<file path="src/rtl/if_stage_pkg.sv">
// Shared fetch-stage types and constants (package mips_pkg).
package mips_pkg;

  typedef enum logic [1:0] {
    BOOT,
    RUN,
    HALT
  } state_e;

  typedef enum logic [1:0] {
    SEL_SEQ,
    SEL_BR,
    SEL_J,
    SEL_JR
  } redir_sel_e;

  localparam logic [31:0] NOP_WORD_DEF = 32'h0000_0000;  // sll $0,$0,0
  localparam logic [31:0] RESET_PC_DEF = 32'h0000_0000;

  // J/JAL target: keep the 256 MB region of the delay-free successor PC.
  function automatic logic [31:0] jump_target(input logic [3:0]  region,
                                              input logic [25:0] index);
    return {region, index, 2'b00};
  endfunction

endpackage

</file>
<file path="src/rtl/if_stage_if.sv">
// Fetch-stage bus: imem word, hazard/controller inputs and IF/ID outputs.
// IF_PERF_COUNTERS_EN adds FetchCount/FlushCount.
interface if_stage_if;
  logic [31:0] Instruction;
  logic        Stall;
  logic        Halt;
  logic        Branch;
  logic [31:0] BranchTarget;
  logic        Jump;
  logic        JumpReg;
  logic [31:0] JumpRegAddr;
  logic [31:0] PC;
  logic [31:0] Instruction_ID;
  logic [31:0] PCPlus4_ID;
  logic        Valid_ID;
  logic        Misaligned;
`ifdef IF_PERF_COUNTERS_EN
  logic [31:0] FetchCount;
  logic [31:0] FlushCount;
`endif

  modport master (
    output Instruction, Stall, Halt, Branch, BranchTarget, Jump, JumpReg, JumpRegAddr,
    input  PC, Instruction_ID, PCPlus4_ID, Valid_ID, Misaligned
`ifdef IF_PERF_COUNTERS_EN
    , input FetchCount, FlushCount
`endif
  );

  modport slave (
    input  Instruction, Stall, Halt, Branch, BranchTarget, Jump, JumpReg, JumpRegAddr,
    output PC, Instruction_ID, PCPlus4_ID, Valid_ID, Misaligned
`ifdef IF_PERF_COUNTERS_EN
    , output FetchCount, FlushCount
`endif
  );
endinterface

</file>
<file path="src/rtl/if_stage_if_id_reg.sv">
// IF/ID pipeline register: load, hold, flush-to-bubble and valid-kill.
module if_id_reg
  import mips_pkg::*;
#(
  parameter logic [31:0] NOP_WORD = NOP_WORD_DEF
) (
  input  logic        clk_i,
  input  logic        rst_i,
  input  logic        hold_i,
  input  logic        flush_i,
  input  logic        kill_i,
  input  logic [31:0] instr_i,
  input  logic [31:0] pc_plus4_i,
  output logic [31:0] instr_o,
  output logic [31:0] pc_plus4_o,
  output logic        valid_o
);

  logic [31:0] instr_q, instr_d;
  logic [31:0] pc_plus4_q, pc_plus4_d;
  logic        valid_q, valid_d;

  // Flush makes the slot look exactly like the post-reset bubble.
  always_comb begin
    instr_d    = instr_q;
    pc_plus4_d = pc_plus4_q;
    valid_d    = valid_q;
    if (flush_i) begin
      instr_d    = NOP_WORD;
      pc_plus4_d = '0;
      valid_d    = 1'b0;
    end else if (kill_i) begin
      valid_d = 1'b0;
    end else if (!hold_i) begin
      instr_d    = instr_i;
      pc_plus4_d = pc_plus4_i;
      valid_d    = 1'b1;
    end
  end

  always_ff @(posedge clk_i) begin
    if (rst_i) begin
      instr_q    <= NOP_WORD;
      pc_plus4_q <= '0;
      valid_q    <= 1'b0;
    end else begin
      instr_q    <= instr_d;
      pc_plus4_q <= pc_plus4_d;
      valid_q    <= valid_d;
    end
  end

  assign instr_o    = instr_q;
  assign pc_plus4_o = pc_plus4_q;
  assign valid_o    = valid_q;

endmodule

</file>
<file path="src/rtl/if_stage.sv">
// Instruction fetch stage: PC, redirect mux, BOOT/RUN/HALT FSM, IF/ID register.
// Define IF_PERF_COUNTERS_EN to add FetchCount/FlushCount.
module if_stage
  import mips_pkg::*;
#(
  parameter logic [31:0] RESET_PC = RESET_PC_DEF,
  parameter logic [31:0] NOP_WORD = NOP_WORD_DEF
) (
  input  logic  Clk,
  input  logic  Reset,
  if_stage_if.slave bus
);

  state_e      state_q, state_d;
  redir_sel_e  sel;
  logic [31:0] pc_q, pc_d;
  logic [31:0] pc_plus4;
  logic [31:0] target;
  logic        mis_q, mis_d;
  logic        ifid_hold, ifid_flush, ifid_kill;

  assign pc_plus4 = pc_q + 32'd4;

  always_comb begin
    if (bus.JumpReg)     sel = SEL_JR;
    else if (bus.Jump)   sel = SEL_J;
    else if (bus.Branch) sel = SEL_BR;
    else                 sel = SEL_SEQ;
  end

  always_comb begin
    case (sel)
      SEL_JR:  target = {bus.JumpRegAddr[31:2], 2'b00};
      SEL_J:   target = jump_target(bus.PCPlus4_ID[31:28], bus.Instruction_ID[25:0]);
      SEL_BR:  target = bus.BranchTarget;
      default: target = pc_plus4;
    endcase
  end

  // Halt is examined before Stall so a stalled pipe can still be frozen.
  always_comb begin
    state_d    = state_q;
    pc_d       = pc_q;
    mis_d      = mis_q;
    ifid_hold  = 1'b1;
    ifid_flush = 1'b0;
    ifid_kill  = 1'b0;
    case (state_q)
      BOOT: state_d = RUN;
      RUN: begin
        if (bus.Halt) begin
          state_d   = HALT;
          ifid_kill = 1'b1;
        end else if (!bus.Stall) begin
          pc_d = target;
          if (sel == SEL_SEQ) begin
            ifid_hold = 1'b0;
          end else begin
            ifid_flush = 1'b1;
            if (sel == SEL_JR && bus.JumpRegAddr[1:0] != 2'b00) mis_d = 1'b1;
          end
        end
      end
      HALT: state_d = HALT;
      default: state_d = BOOT;
    endcase
  end

  always_ff @(posedge Clk) begin
    if (Reset) begin
      state_q <= BOOT;
      pc_q    <= RESET_PC;
      mis_q   <= 1'b0;
    end else begin
      state_q <= state_d;
      pc_q    <= pc_d;
      mis_q   <= mis_d;
    end
  end

  if_id_reg #(
    .NOP_WORD (NOP_WORD)
  ) u_if_id (
    .clk_i      (Clk),
    .rst_i      (Reset),
    .hold_i     (ifid_hold),
    .flush_i    (ifid_flush),
    .kill_i     (ifid_kill),
    .instr_i    (bus.Instruction),
    .pc_plus4_i (pc_plus4),
    .instr_o    (bus.Instruction_ID),
    .pc_plus4_o (bus.PCPlus4_ID),
    .valid_o    (bus.Valid_ID)
  );

  assign bus.PC         = pc_q;
  assign bus.Misaligned = mis_q;

`ifdef IF_PERF_COUNTERS_EN
  logic [31:0] fetch_cnt_q, flush_cnt_q;

  // A released hold is exactly a valid IF/ID load; a flush is a taken redirect.
  always_ff @(posedge Clk) begin
    if (Reset) begin
      fetch_cnt_q <= '0;
      flush_cnt_q <= '0;
    end else begin
      if (!ifid_hold) fetch_cnt_q <= fetch_cnt_q + 32'd1;
      if (ifid_flush) flush_cnt_q <= flush_cnt_q + 32'd1;
    end
  end

  assign bus.FetchCount = fetch_cnt_q;
  assign bus.FlushCount = flush_cnt_q;
`endif

endmodule

</file>
<file path="src/flat_wrapper.sv">
// flat-port wrapper written by rule: the top's interface ports become plain ports
module if_stage_flat import mips_pkg::*;
#(
  parameter logic [31:0] RESET_PC = RESET_PC_DEF,
  parameter logic [31:0] NOP_WORD = NOP_WORD_DEF
)
  (Clk, Reset, bus_Instruction, bus_Stall, bus_Halt, bus_Branch, bus_BranchTarget, bus_Jump, bus_JumpReg, bus_JumpRegAddr, bus_PC, bus_Instruction_ID, bus_PCPlus4_ID, bus_Valid_ID, bus_Misaligned);
  if_stage_if bus_i ();
  input  logic Clk;
  input  logic Reset;
  input wire logic [$bits(bus_i.Instruction)-1:0] bus_Instruction;
  input wire logic [$bits(bus_i.Stall)-1:0] bus_Stall;
  input wire logic [$bits(bus_i.Halt)-1:0] bus_Halt;
  input wire logic [$bits(bus_i.Branch)-1:0] bus_Branch;
  input wire logic [$bits(bus_i.BranchTarget)-1:0] bus_BranchTarget;
  input wire logic [$bits(bus_i.Jump)-1:0] bus_Jump;
  input wire logic [$bits(bus_i.JumpReg)-1:0] bus_JumpReg;
  input wire logic [$bits(bus_i.JumpRegAddr)-1:0] bus_JumpRegAddr;
  output wire logic [$bits(bus_i.PC)-1:0] bus_PC;
  output wire logic [$bits(bus_i.Instruction_ID)-1:0] bus_Instruction_ID;
  output wire logic [$bits(bus_i.PCPlus4_ID)-1:0] bus_PCPlus4_ID;
  output wire logic [$bits(bus_i.Valid_ID)-1:0] bus_Valid_ID;
  output wire logic [$bits(bus_i.Misaligned)-1:0] bus_Misaligned;
  assign bus_i.Instruction = bus_Instruction;
  assign bus_i.Stall = bus_Stall;
  assign bus_i.Halt = bus_Halt;
  assign bus_i.Branch = bus_Branch;
  assign bus_i.BranchTarget = bus_BranchTarget;
  assign bus_i.Jump = bus_Jump;
  assign bus_i.JumpReg = bus_JumpReg;
  assign bus_i.JumpRegAddr = bus_JumpRegAddr;
  assign bus_PC = bus_i.PC;
  assign bus_Instruction_ID = bus_i.Instruction_ID;
  assign bus_PCPlus4_ID = bus_i.PCPlus4_ID;
  assign bus_Valid_ID = bus_i.Valid_ID;
  assign bus_Misaligned = bus_i.Misaligned;
  if_stage #(.RESET_PC(RESET_PC), .NOP_WORD(NOP_WORD)) u_core (.Clk(Clk), .Reset(Reset), .bus(bus_i));
endmodule
</file>
<file path="config.mk">
export PLATFORM = sky130hd
export DESIGN_NAME = if_stage_flat
export DESIGN_NICKNAME = d
export VERILOG_FILES = /design/src/rtl/if_stage_pkg.sv /design/src/rtl/if_stage_if.sv /design/src/rtl/if_stage_if_id_reg.sv /design/src/rtl/if_stage.sv /design/src/flat_wrapper.sv
export SDC_FILE = /design/constraint.sdc
export NUM_CORES = 1
export LEC_CHECK = 0
export BUFFER_PORTS_ARGS = -buffer_cell sky130_fd_sc_hd__buf_2
export CAP_MARGIN = 20
export CORE_MARGIN = 5
export CORE_UTILIZATION = 45
export DETAILED_ROUTE_END_ITERATION = 10
export HOLD_SLACK_MARGIN = 0.06
export MAX_ROUTING_LAYER = met4
export PLACE_DENSITY = 0.74
export SLEW_MARGIN = 30
export SYNTH_ARGS = -nofsm -noshare
export SYNTH_HDL_FRONTEND = slang
export SYNTH_SLANG_ARGS = --single-unit
</file>
<file path="constraint.sdc">
create_clock -name Clk -period 2.7 [get_ports Clk]
set_input_delay 0.135 -clock Clk [delete_from_list [all_inputs] [get_ports Clk]]
set_output_delay 0.135 -clock Clk [all_outputs]
set_load 0.05 [all_outputs]
</file>
## Word level (Yosys, flattened, before mapping)

Index checks and enable logic that the tools add are counted.

- Register bits after elaboration: 100
- Word-level logic and storage cells: 42
- Input bits: 103

- Bitwise logic cells: 5
- Reductions and logical operators: 9
- Add/subtract/negate cells: 1
- Muxes and demuxes: 15
- Eq/ne operators: 6

Operators by type and width:

| kind | count |
|---|---|
| $pmux 32 s3 | 1 |
| $add 32x3->32 const B | 1 |
| $mux 1 | 10 |
| $eq 2x2->1 const B | 3 |
| $mux 2 | 3 |
| $pmux 2 s3 | 1 |
| $not 1->1 | 5 |
| $reduce_and 5->1 | 1 |
| $eq 2x1->1 const B | 2 |
| $logic_not 2->1 | 2 |
| $reduce_and 3->1 | 1 |
| $reduce_or 3->1 | 1 |
| $ne 2x2->1 const B | 1 |
| $reduce_and 2->1 | 1 |
| $reduce_bool 2->1 | 1 |
| $reduce_or 2->1 | 1 |
| $logic_and 1x1->1 | 1 |

## Logic depth before layout (Yosys ltp)

Gate-level depths: netlist (run 1).

- Depth in word-level cells: 10
- Depth in mapped cells: 8

## Hierarchy

A second synthesis (run 1) with hierarchy kept.

- Cells, all modules: 712
- Area total of the unflattened synthesis: 5755.5 um^2

Modules (own cells, without submodules):

| module | area an instance (um^2) | times used | cells an instance |
|---|---|---|---|
| if_stage | 3076.7 | 1 | 417 |
| if_id_reg | 2678.8 | 1 | 295 |

## Worst setup path before layout (run 1)

No wires, ideal clock.

- Kind: flip-flop to flip-flop
- Start: reg u_core.pc_q[2] (netlist: u_core.bus.PC[2])
- End: reg u_core.pc_q[30] (netlist: u_core.bus.PC[30])
- Required time: 2.572 ns
- Setup time: 0.128 ns
- Path buffers: 1
- Clock period less this slack: 2.304 ns
- Arrival: 2.175 ns
- Cell stages (with the launch flop): 8
- Setup slack: 0.396 ns
- Cell sequence: dfxtp_1 > ha_1 > nand4_1 > or4_4 > buf_6 > nor3_4 > xnor2_1 > o22ai_1

- Word-level cells in the longest chain between the ends: 2

Ends and longest elaborated chain:

| what | RTL line | text |
|---|---|---|
| start, declared | if_stage.sv:16 | `logic [31:0] pc_q, pc_d;` |
| start signal, assigned | if_stage.sv:76 | `pc_q <= pc_d;` |
| $add 32x3->32 | if_stage.sv:22 | `assign pc_plus4 = pc_q + 32'd4;` |
| $pmux 32 s3 | if_stage.sv:32 | `case (sel)` |

No other way between the ends.
A chain may end at the register's enable or synchronous reset.

## Worst setup path after layout (run 1)

- Start: reg u_core.pc_q[2] (netlist: u_core.bus.PC[2])
- End: reg u_core.pc_q[18] (netlist: u_core.bus.PC[18])

Same word-level chain as after synthesis.

==> results of run 1 <==
==> power by group <==
part | internal (mW) | switching [mW] | leakage (nW)
sequential | 1.53 | 0.0689 | 0.807
combinational | 0.261 | 0.454 | 1.89
clock | 0.753 | 0.603 | 0.153
total | 2.54 | 1.13 | 2.85
==> metrics by stage <==
stage               utilization  setup WS [ns]  power (mW)  cell area [sq um]
floorplan                     -          0.396        2.06               5230
global placement          0.550          0.631        2.28               6280
detailed placement        0.550          0.536        2.30               6280
CTS                       0.607          0.503        3.67               6940
global route              0.607          0.314        3.82               6940
finish                    0.608          0.458        3.67               6940
==> cells by family after synthesis <==
kind of cell               after synthesis  synth area share
xor gates and xnor gates                25            0.0418
adders and majority gates                3           0.00717
buffers and inverters                   76            0.0688
DFF                                    100             0.383
AOI/OAI and AO/OA                      216             0.255
muxes                                    6            0.0115
and+or+nand+nor                        235             0.233
==> worst register-to-register path, delay by kind of cell (launching register included) <==
family	cells	cell delay (ns)
fa+ha+maj	1	0.32
simple gates	4	1.25
flops	1	0.44
compound gates	1	0.16
==> cell usage after synthesis (5+ instances only) <==
library cell | number | share of area
buf_4 | 6 | 0.0086
and2_1 | 7 | 0.0084
buf_1 | 6 | 0.0043
buf_6 | 5 | 0.011
nand3b_1 | 5 | 0.0072
o21ai_0 | 45 | 0.043
mux2i_1 | 6 | 0.011
nor2_1 | 50 | 0.036
o32ai_1 | 13 | 0.022
nor3_1 | 17 | 0.016
inv_1 | 15 | 0.011
a221oi_1 | 9 | 0.015
buf_2 | 5 | 0.0048
nand4_1 | 8 | 0.0096
or3_1 | 5 | 0.0060
nand3_1 | 14 | 0.013
a21oi_1 | 84 | 0.080
nor2b_1 | 8 | 0.0096
a22oi_1 | 33 | 0.047
dfxtp_1 | 100 | 0.38
xnor2_1 | 22 | 0.037
nor4_1 | 9 | 0.011
clkbuf_1 | 35 | 0.025
a211oi_1 | 9 | 0.013
nand2_1 | 82 | 0.059
==> final cells by class <==
type	instances	area (sq um)	share of cell area
Antenna cell	1	2.50	0.000361
Clock buffer	10	239	0.0344
Clock inverter	6	73.8	0.0106
Inverter	15	56.3	0.00811
Multi-Input combinational cell	485	2890	0.417
Sequential cell	100	2000	0.288
Tap cell	143	179	0.0258
Timing Repair Buffer	253	1500	0.216
==> layer usage <==
| layer | share of wire | vias up | global-route usage |
|---|---|---|---|
| met5 | 0 | - | - |
| met4 | 0.030 | 0 | 0.112 |
| met3 | 0.074 | 46 | 0.0500 |
| met2 | 0.47 | 266 | 0.420 |
| met1 | 0.42 | 2755 | 0.344 |
| li1 | - | 2790 | - |
==> state kept, by name, indices dropped and copies added, names as in the netlist <==
register,count
u_core.u_if_id.valid_o,1
u_core.state_q,2
u_core.u_if_id.pc_plus4_o,32
u_core.u_if_id.instr_o,32
u_core.bus.PC,32
u_core.bus.Misaligned,1
==> timing repair <==
action / 4_1_cts / 5_1_grt
hold buffers: 34 / 0
gates resized for setup: 0 / 0
endpoints found under the hold margin: 34 / 0
setup buffers: 0 / 0
==> final timing paths <==
check	startpoint	end	slack (ns)	cells after the start
worst max-delay path	u_core.bus.PC[2]	u_core.bus.PC[18]	0.46	6
worst min-delay path	bus_JumpRegAddr[10]	u_core.bus.PC[10]	0.07	3
worst max register to register	u_core.bus.PC[2]	u_core.bus.PC[18]	0.46	6
worst min register to register	u_core.u_if_id.pc_plus4_o[0]	u_core.u_if_id.pc_plus4_o[0]	0.46	2
==> impl_metrics.csv, run 1 <==
group,metric,value,unit
critical_path,cp_num_buf_inv,0,
power_and_ir_drop,p_leak,2.85,nW
sta,min_period,2.24,ns
clocking,root_buffer,"clkbuf_16",
clocking,cts_inserted_buffers,9,
cells_and_area,mostFrequentLayoutCells,"200 x buf_2, 100 x dfxtp_1, 84 x a21oi_1",
cells_and_area,fill_cells,1041,
floorplan,die_area,0.0139,sq mm
floorplan,io_pins,201,
grt,overflow,0,
critical_path,max_stage_delay,0.55,ns
hold_path,hp-class,"in2reg",
critical_path,cp_max_fo,7,
outcome,outcome,"completed",
drt,drc,0,
sta,hold_ws,0.0738,ns
drt,antenna_left,0,
cells_and_area,layout.nets,970,
floorplan,coreArea,0.0114,sq mm
clocking,clk_latency,0.35,ns
run,cap_viol_max_count,0,
cells_and_area,final_common_cell,"buf_2",
drt,dr.pass1.iters,8,
placed_design,globalplace.congestion,0.888,
logic_synthesis,synth_warnings,0,
sta,fin_skew,0.0112,ns
critical_path,crit_chain,"ha_1, nand4_1, nor4_1, nand2_1, or3_1, a31oi_1",
sta,hold_violations,0,
critical_path,start_kind,"register",
sta,slew_headroom,0.559,
cells_and_area,drive_gt1_frac,0.293,
critical_path,criticalPathCategory,"reg2reg",
sta,rsz0062_at_grt,"no",
grt,grt_start_max_net_pins,77,
drt,drt-initial-drc-count,453,
logic_synthesis,synth.distinct_cells,55,
drt,vias,5857,
placed_design,placed_cells,962,
grt,grt_pass1_wl,30000,um
clocking,clockBufferDepth,2,
power_and_ir_drop,irDropWorstVdd,0.389,mV
logic_synthesis,avgSynthCellArea,7.92,sq um
clocking,cts_tree,"yes",
critical_path,cp.arrival,2.52,ns
sta,worst-slew-pin-transition,0.655,ns
critical_path,path_delay_family,"simple AND/OR/NAND/NOR gates",
floorplan,die_height,118,um
grt,antenna_found_initial,0,
cells_and_area,finalNonFillerCells,1013,
critical_path,worst_path_max_delay_cell,"nor4_1",
grt,track_usage,0.269,
floorplan,dieWidth,118,um
logic_synthesis,synth_ff_type,"dfxtp_1",
sta,drv_slew,0,
clocking,path_clk_slew,0.07,ns
sta,fmax,446,MHz
logic_synthesis,synth_enable_flop_cells,0,
floorplan,rows,39,
grt,grt_pass1_vias,5739,
critical_path,endpoint_kind,"register",
drt,wl_per_cell,18.7,um
logic_synthesis,synthCells,661,
clocking,htreeDepth,3,
critical_path,crit_required,2.98,ns
clocking,clock_sinks,100,
sta,final.setup.tns,0,ns
sta,setup_viol,0,
power_and_ir_drop,p_per_area,529,mW/mm^2
sta,min_period_over_period,0.831,
logic_synthesis,seq_area_frac_synth,0.383,
drt,avgViaCountPerCell,5.78,
logic_synthesis,synth_nets,767,
cells_and_area,area_growth,32.6,%
placed_design,dp_hpwl,13400,um
logic_synthesis,async_flop_share,0,
drt,wl,18900,um
logic_synthesis,ys_ff_latch,100,
placed_design,port_buffers,200,
logic_synthesis,syn_area,0.00523,sq mm
floorplan,start_util,0.458,
(Power assumes the default switching activity.)
==> inputs of run 2 (changes only) <==
Settings changed: ABC_AREA set to 1, PLACE_DENSITY 0.74 to 0.75.
Clock period 2.7 ns to 2.1 ns, I/O delays scaled along.
==> run 2 against run 1 <==
Compared with the run above:
- clock skew increased by 0.0021 ns
- critical path depth increased by 3
- maximum frequency increased by 16%
- setup slack got worse by 0.28 ns
- final cell count increased by 11%
- core utilization increased by 0.21 points
- register-to-register slack got worse by 0.28 ns
- highest routed layer unchanged
- synthesized area decreased by 4.9%
- critical endpoint is now u_core.bus.PC[6]
- critical path type unchanged
==> impl_metrics.csv, run 2 <==
group,metric,value,unit
logic_synthesis,synth_ff_type,"dfxtp_1",
power_and_ir_drop,p_leak,2.96,nW
logic_synthesis,synth_top_cell_area_share,0.402,
logic_synthesis,avgSynthCellArea,6.54,sq um
critical_path,crit_chain,"inv_1, ha_1, nand2_1, nor2_4, buf_4, nand3_1, o21ai_0, a21oi_1, nor2_1",
sta,hold_ws,0.0988,ns
logic_synthesis,synth.most_common_cell,"nand2_1",
critical_path,cp.arrival,2.24,ns
hold_path,hold_depth,5,
cells_and_area,mostFrequentLayoutCells,"309 x nand2_1, 200 x buf_2, 100 x dfxtp_1",
cells_and_area,drive_gt1_frac,0.255,
floorplan,die_height,115,um
drt,wl,17300,um
clocking,htreeDepth,3,
critical_path,r2r-start,"u_core.state_q[1]",
clocking,cts.repair.resized,0,
logic_synthesis,synth_warnings,0,
critical_path,start_kind,"register",
logic_synthesis,syn_area,0.00498,sq mm
logic_synthesis,seq_area_frac_synth,0.402,
drt,antenna_left,0,
sta,fin_skew,0.0132,ns
cells_and_area,multi_input_area,0.00261,sq mm
cells_and_area,final_common_cell,"nand2_1",
sta,slew_headroom,0.541,
power_and_ir_drop,p_per_area,588,mW/mm^2
logic_synthesis,yosys.area_share.simple,0.348,
sta,hold_violations,0,
cells_and_area,utilization,0.610,
floorplan,start_util,0.459,
drt,wl_per_cell,15.3,um
critical_path,r2r-end,"u_core.bus.PC[6]",
clocking,root_buffer,"clkbuf_8",
logic_synthesis,synth_compound_area_frac,0.147,
floorplan,coreArea,0.0108,sq mm
cells_and_area,area_growth,32.7,%
clocking,path_clk_slew,0.10,ns
clocking,clock_sinks,100,
placed_design,dp_hpwl,12600,um
grt,grt_start_max_net_pins,63,
logic_synthesis,ys_ff_latch,100,
placed_design,globalplace.congestion,0.877,
clocking,post-cts-setup-buffer-count,0,
placed_design,port_buffers,200,
sta,worst-slew-pin-transition,0.688,ns
cells_and_area,fill_cells,1075,
logic_synthesis,async_flop_share,0,
critical_path,criticalPathCategory,"reg2reg",
drt,drc,0,
floorplan,dieWidth,115,um
critical_path,worst-r2r-setup-slack,0.17,ns
drt,dr.pass1.iters,6,
clocking,clk_latency,0.37,ns
placed_design,pre_cts_ws,0.229,ns
logic_synthesis,synthCells,762,
clocking,clockBufferDepth,2,
sta,fmax,519,MHz
logic_synthesis,synth_nets,868,
drt,drt-initial-drc-count,398,
critical_path,max_stage_delay,0.53,ns
critical_path,cp_max_fo,62,
logic_synthesis,synth.distinct_cells,24,
sta,min_period_over_period,0.917,
grt,track_usage,0.266,
floorplan,rows,38,
clocking,cts_inserted_buffers,9,
floorplan,io_pins,201,
grt,grt_pass1_vias,5493,
critical_path,r2r.worst_path.cells,9,
sta,drv_slew,0,
logic_synthesis,synth_common_cells,"309 x nand2_1, 100 x dfxtp_1, 93 x a21oi_1",
logic_synthesis,synth_enable_flop_cells,0,
sta,setup_viol,0,
drt,avgViaCountPerCell,5.14,
grt,overflow,0,
clocking,cts_tree,"yes",
sta,min_period,1.93,ns
critical_path,endpoint_kind,"register",
hold_path,min_to,"u_core.bus.PC[4]",
power_and_ir_drop,irDropWorstVdd,0.375,mV
sta,rsz0062_at_grt,"no",
outcome,outcome,"completed",
hold_path,hp-class,"in2reg",
sta,final.setup.tns,0,ns
logic_synthesis,synth.area.top_cells,"dfxtp_1 40%, nand2_1 23%, a21oi_1 9.3%",
logic_synthesis,synth_fa_ha_area_frac,0.00754,
logic_synthesis,synth_top_family_by_area,"simple AND/OR/NAND/NOR gates",
grt,antenna_found_initial,0,
cells_and_area,layout.nets,1090,
logic_synthesis,synth-xor-area-share,0.0158,
critical_path,worst_path_max_delay_cell,"buf_4",
cells_and_area,regArea,0.00200,sq mm
logic_synthesis,synth_largest_area_cell,"dfxtp_1",
logic_synthesis,synth_mux_area_frac,0,
hold_path,worstHoldStart,"bus_BranchTarget[4]",
cells_and_area,antenna_cells,0,
floorplan,die_area,0.0133,sq mm
run,cap_viol_max_count,0,
drt,vias,5803,
grt,grt_pass1_wl,27400,um
sta,fin_ws,0.175,ns
critical_path,crit_required,2.41,ns
-- run 2: cell count changes in the layout (fill, tap and decap cells not counted), moves of 12 or more --
cell,delta
nor3_1,-14
inv_1,+26
o32ai_1,-13
a22oi_1,-12
nand2_1,+227
nand3_1,+45
o21ai_0,-36
xnor2_1,-17
-- run 2: logic make-up (layout without fill, tap and decap cells) --
logic type,count (synthesis),count (layout)
AOI/OAI and AO/OA,133,133
and+or+nand+nor,432,432
DFF,100,100
adders and majority gates,3,3
xor gates and xnor gates,9,9
buffers and inverters,85,312
-- run 2: where the power goes --
group / internal, mW / total [mW] / switching, mW
clock network: 0.477 / 1.18 / 0.704
logic: 0.257 / 0.705 / 0.448
registers: 1.95 / 2.00 / 0.0529
total: 2.68 / 3.89 / 1.21
-- run 2: stage by stage --
step | cells | instance area (sq um) | total power [mW]
2_1_floorplan | 762 | 4980 | 2.45
3_3_place_gp | 1078 | 6080 | 2.68
3_5_place_dp | 1078 | 6080 | 2.69
4_1_cts | 1129 | 6610 | 3.91
5_1_grt | 1129 | 6610 | 4.05
6_report | 1129 | 6610 | 3.89
-- run 2: worst max path at each step --
stage / startpoint / endpoint / slack [ns] / cells after the start
floorplan: u_core.bus.PC[2] / u_core.bus.PC[28] / 0.22 / 10
global placement: u_core.state_q[1] / u_core.u_if_id.pc_plus4_o[6] / 0.28 / 8
detailed placement: u_core.state_q[1] / u_core.bus.PC[6] / 0.23 / 9
CTS: u_core.state_q[1] / u_core.bus.PC[6] / 0.22 / 9
global route: u_core.state_q[1] / u_core.u_if_id.instr_o[31] / 0.05 / 8
finish: u_core.state_q[1] / u_core.bus.PC[6] / 0.17 / 9
-- run 2: worst max-delay path, delay by kind of cell (launching register included) --
kind / cells / cell delay (ns)
AO/OA/AOI/OAI: 2 / 0.17
adder cells (fa/ha/maj): 1 / 0.20
buffers and inverters: 2 / 0.62
flip-flops: 1 / 0.31
AND/OR/NAND/NOR: 4 / 0.51
-- run 2: final cells by class --
| type | instances | area share |
|---|---|---|
| clock buffer | 10 | 0.0208 |
| clock inverter | 6 | 0.00700 |
| inverter | 44 | 0.0250 |
| multi-input combinational | 577 | 0.394 |
| sequential | 100 | 0.303 |
| tap | 140 | 0.0265 |
| timing repair buffer | 252 | 0.224 |
-- run 2: routing by layer --
metal  vias to the layer above  track usage  wire, um
li1                       2895            -         -
met1                      2618        0.336      7170
met2                       248        0.425      8260
met3                        42       0.0642      1470
met4                         0       0.0736       422
met5                         -            -         0
-- run 2: timing repair --
item	4_1_cts	5_1_grt
hold buffers	35	0
setup endpoints to repair	0	0
hold endpoints to repair	35	0
==> inputs of run 3 (changes only) <==
Settings changed: BUFFER_PORTS_ARGS -buffer_cell sky130_fd_sc_hd__buf_2 to not set, CORE_MARGIN 5 to 2, DONT_BUFFER_PORTS set to 1, PLACE_DENSITY 0.75 to 0.6.
==> run 3 against run 2 <==
Compared with the run above:
- critical path depth fell by 1
- maximum frequency decreased by 6.8%
- clock-buffer cell count stayed put
- clock skew decreased by 0.0028 ns
- first-iteration DRC count increased by 2.5%
- hold slack got worse by 0.035 ns
- via count decreased by 8.2%
- setup slack got worse by 0.14 ns
- clock power up 8%
- final cell count down 12%
==> impl_metrics.csv, run 3 (same netlist as run 2, synthesis figures left out) <==
group,metric,value,unit
critical_path,criticalPathCategory,"reg2reg",
critical_path,start_kind,"register",
drt,vias,5328,
critical_path,cpMostUsedCell,"nand2_1",
cells_and_area,drive_gt1_frac,0.116,
drt,antenna_left,0,
outcome,outcome,"completed",
clocking,clk_latency,0.38,ns
clocking,cts.repair.resized,0,
floorplan,coreArea,0.0108,sq mm
critical_path,crit_required,2.40,ns
critical_path,max_stage_delay,0.62,ns
drt,drc,0,
placed_design,dp_hpwl,11600,um
floorplan,dieWidth,109,um
clocking,cts_inserted_buffers,9,
drt,dr.pass1.iters,6,
grt,antenna_found_initial,0,
clocking,clockBufferDepth,2,
placed_design,globalplace.congestion,0.969,
cells_and_area,area_growth,22.7,%
floorplan,start_util,0.459,
drt,wl,16400,um
sta,setup_viol,0,
cells_and_area,mostFrequentLayoutCells,"309 x nand2_1, 100 x dfxtp_1, 93 x a21oi_1",
placed_design,port_buffers,0,
clocking,htreeDepth,3,
sta,slew_headroom,0.430,
critical_path,worst_path_max_delay_cell,"inv_2",
sta,fin_skew,0.0105,ns
clocking,clock_sinks,100,
power_and_ir_drop,p_per_area,643,mW/mm^2
power_and_ir_drop,p_leak,2.33,nW
drt,wl_per_cell,16.6,um
sta,min_period,2.06,ns
clocking,post-cts-setup-buffer-count,0,
sta,hold_violations,0,
cells_and_area,layout.nets,949,
cells_and_area,antenna_cells,0,
critical_path,cp_max_fo,44,
critical_path,crit_chain,"inv_1, ha_1, nand2_1, nor2_4, inv_2, buf_4, nand2_1, a21oi_1",
sta,min_period_over_period,0.983,
run,cap_viol_max_count,0,
sta,fin_ws,0.0352,ns
critical_path,cp.arrival,2.37,ns
floorplan,rows,38,
sta,final.setup.tns,0,ns
floorplan,die_height,109,um
drt,drt-initial-drc-count,408,
placed_design,pre_cts_ws,0.0760,ns
sta,worst-slew-pin-transition,0.853,ns
grt,grt_start_max_net_pins,63,
clocking,path_clk_slew,0.09,ns
clocking,root_buffer,"clkbuf_8",
sta,rsz0062_at_grt,"yes",
sta,drv_slew,0,
grt,overflow,0,
drt,avgViaCountPerCell,5.39,
grt,grt_pass1_vias,5128,
cells_and_area,utilization,0.564,
clocking,cts_tree,"yes",
hold_path,hp-class,"in2reg",
power_and_ir_drop,irDropWorstVdd,0.344,mV
grt,track_usage,0.287,
floorplan,die_area,0.0119,sq mm
cells_and_area,final_common_cell,"nand2_1",
floorplan,io_pins,201,
critical_path,endpoint_kind,"register",
sta,fmax,484,MHz
grt,grt_pass1_wl,25400,um
[run 3: cell types whose count changed in the layout (fill, tap and decap cells not counted), moves of 2 or more]
| cell | change |
|---|---|
| inv_6 | -2 |
| buf_2 | -199 |
| buf_4 | +44 |
| dlygate4sd3_1 | +13 |
[run 3: layout make-up]
type	instances	area (sq um)
Fill cell	1054	4730
Multi-Input combinational cell	577	2610
Sequential cell	100	2000
Timing Repair Buffer	111	963
Tap cell	140	175
Inverter	44	165
Clock buffer	10	138
Clock inverter	6	63.8
[run 3: critical path: cells and delay by family (launching register included)]
kind	cells	cell delay, ns
compound gates	1	0.17
fa+ha+maj	1	0.22
buf+inv	3	1.00
flops	1	0.32
simple gates	3	0.28
[run 3: repair_timing]
action / CTS / global route
endpoints found under the hold margin: 67 / 0
endpoints found under the setup margin: 0 / 28
hold buffers: 49 / 0
[run 3: path summary, 6_finish.rpt]
kind	cells past startpoint	slack [ns]	startpoint	end
worst max register to register	8	0.04	u_core.state_q[1]	u_core.u_if_id.instr_o[1]
worst min register to register	2	0.50	u_core.u_if_id.pc_plus4_o[30]	u_core.u_if_id.pc_plus4_o[30]
worst max-delay path	8	0.04	u_core.state_q[1]	u_core.u_if_id.instr_o[1]
worst min-delay path	4	0.06	bus_BranchTarget[18]	u_core.bus.PC[18]
[run 3: metal layers]
layer  up-vias  part of all wire  track usage
li1       2599                 -            -
met1      2480              0.40        0.329
met2       221              0.49        0.476
met3        28             0.085       0.0819
met4         0             0.025        0.112
met5         -                 0            -
[run 3: metrics by stage]
| step | instance area, sq um | total power [mW] | instances | hold WS [ns] |
|---|---|---|---|---|
| after floorplan | 4980 | 2.45 | 762 | 0.194 |
| after global placement | 5430 | 2.57 | 923 | 0.180 |
| after detailed placement | 5430 | 2.59 | 923 | 0.181 |
| after CTS | 6120 | 3.94 | 988 | 0.0624 |
| after global routing | 6110 | 4.08 | 988 | 0.0878 |
| final | 6110 | 3.93 | 988 | 0.0637 |
[run 3: report_power, final]
| group | leakage [nW] | total (mW) | switching, mW | internal, mW |
|---|---|---|---|---|
| Combinational | 1.42 | 0.648 | 0.420 | 0.229 |
| Clock | 0.0983 | 1.28 | 0.697 | 0.581 |
| Sequential | 0.806 | 2.01 | 0.0597 | 1.95 |
| Total | 2.33 | 3.93 | 1.18 | 2.76 |
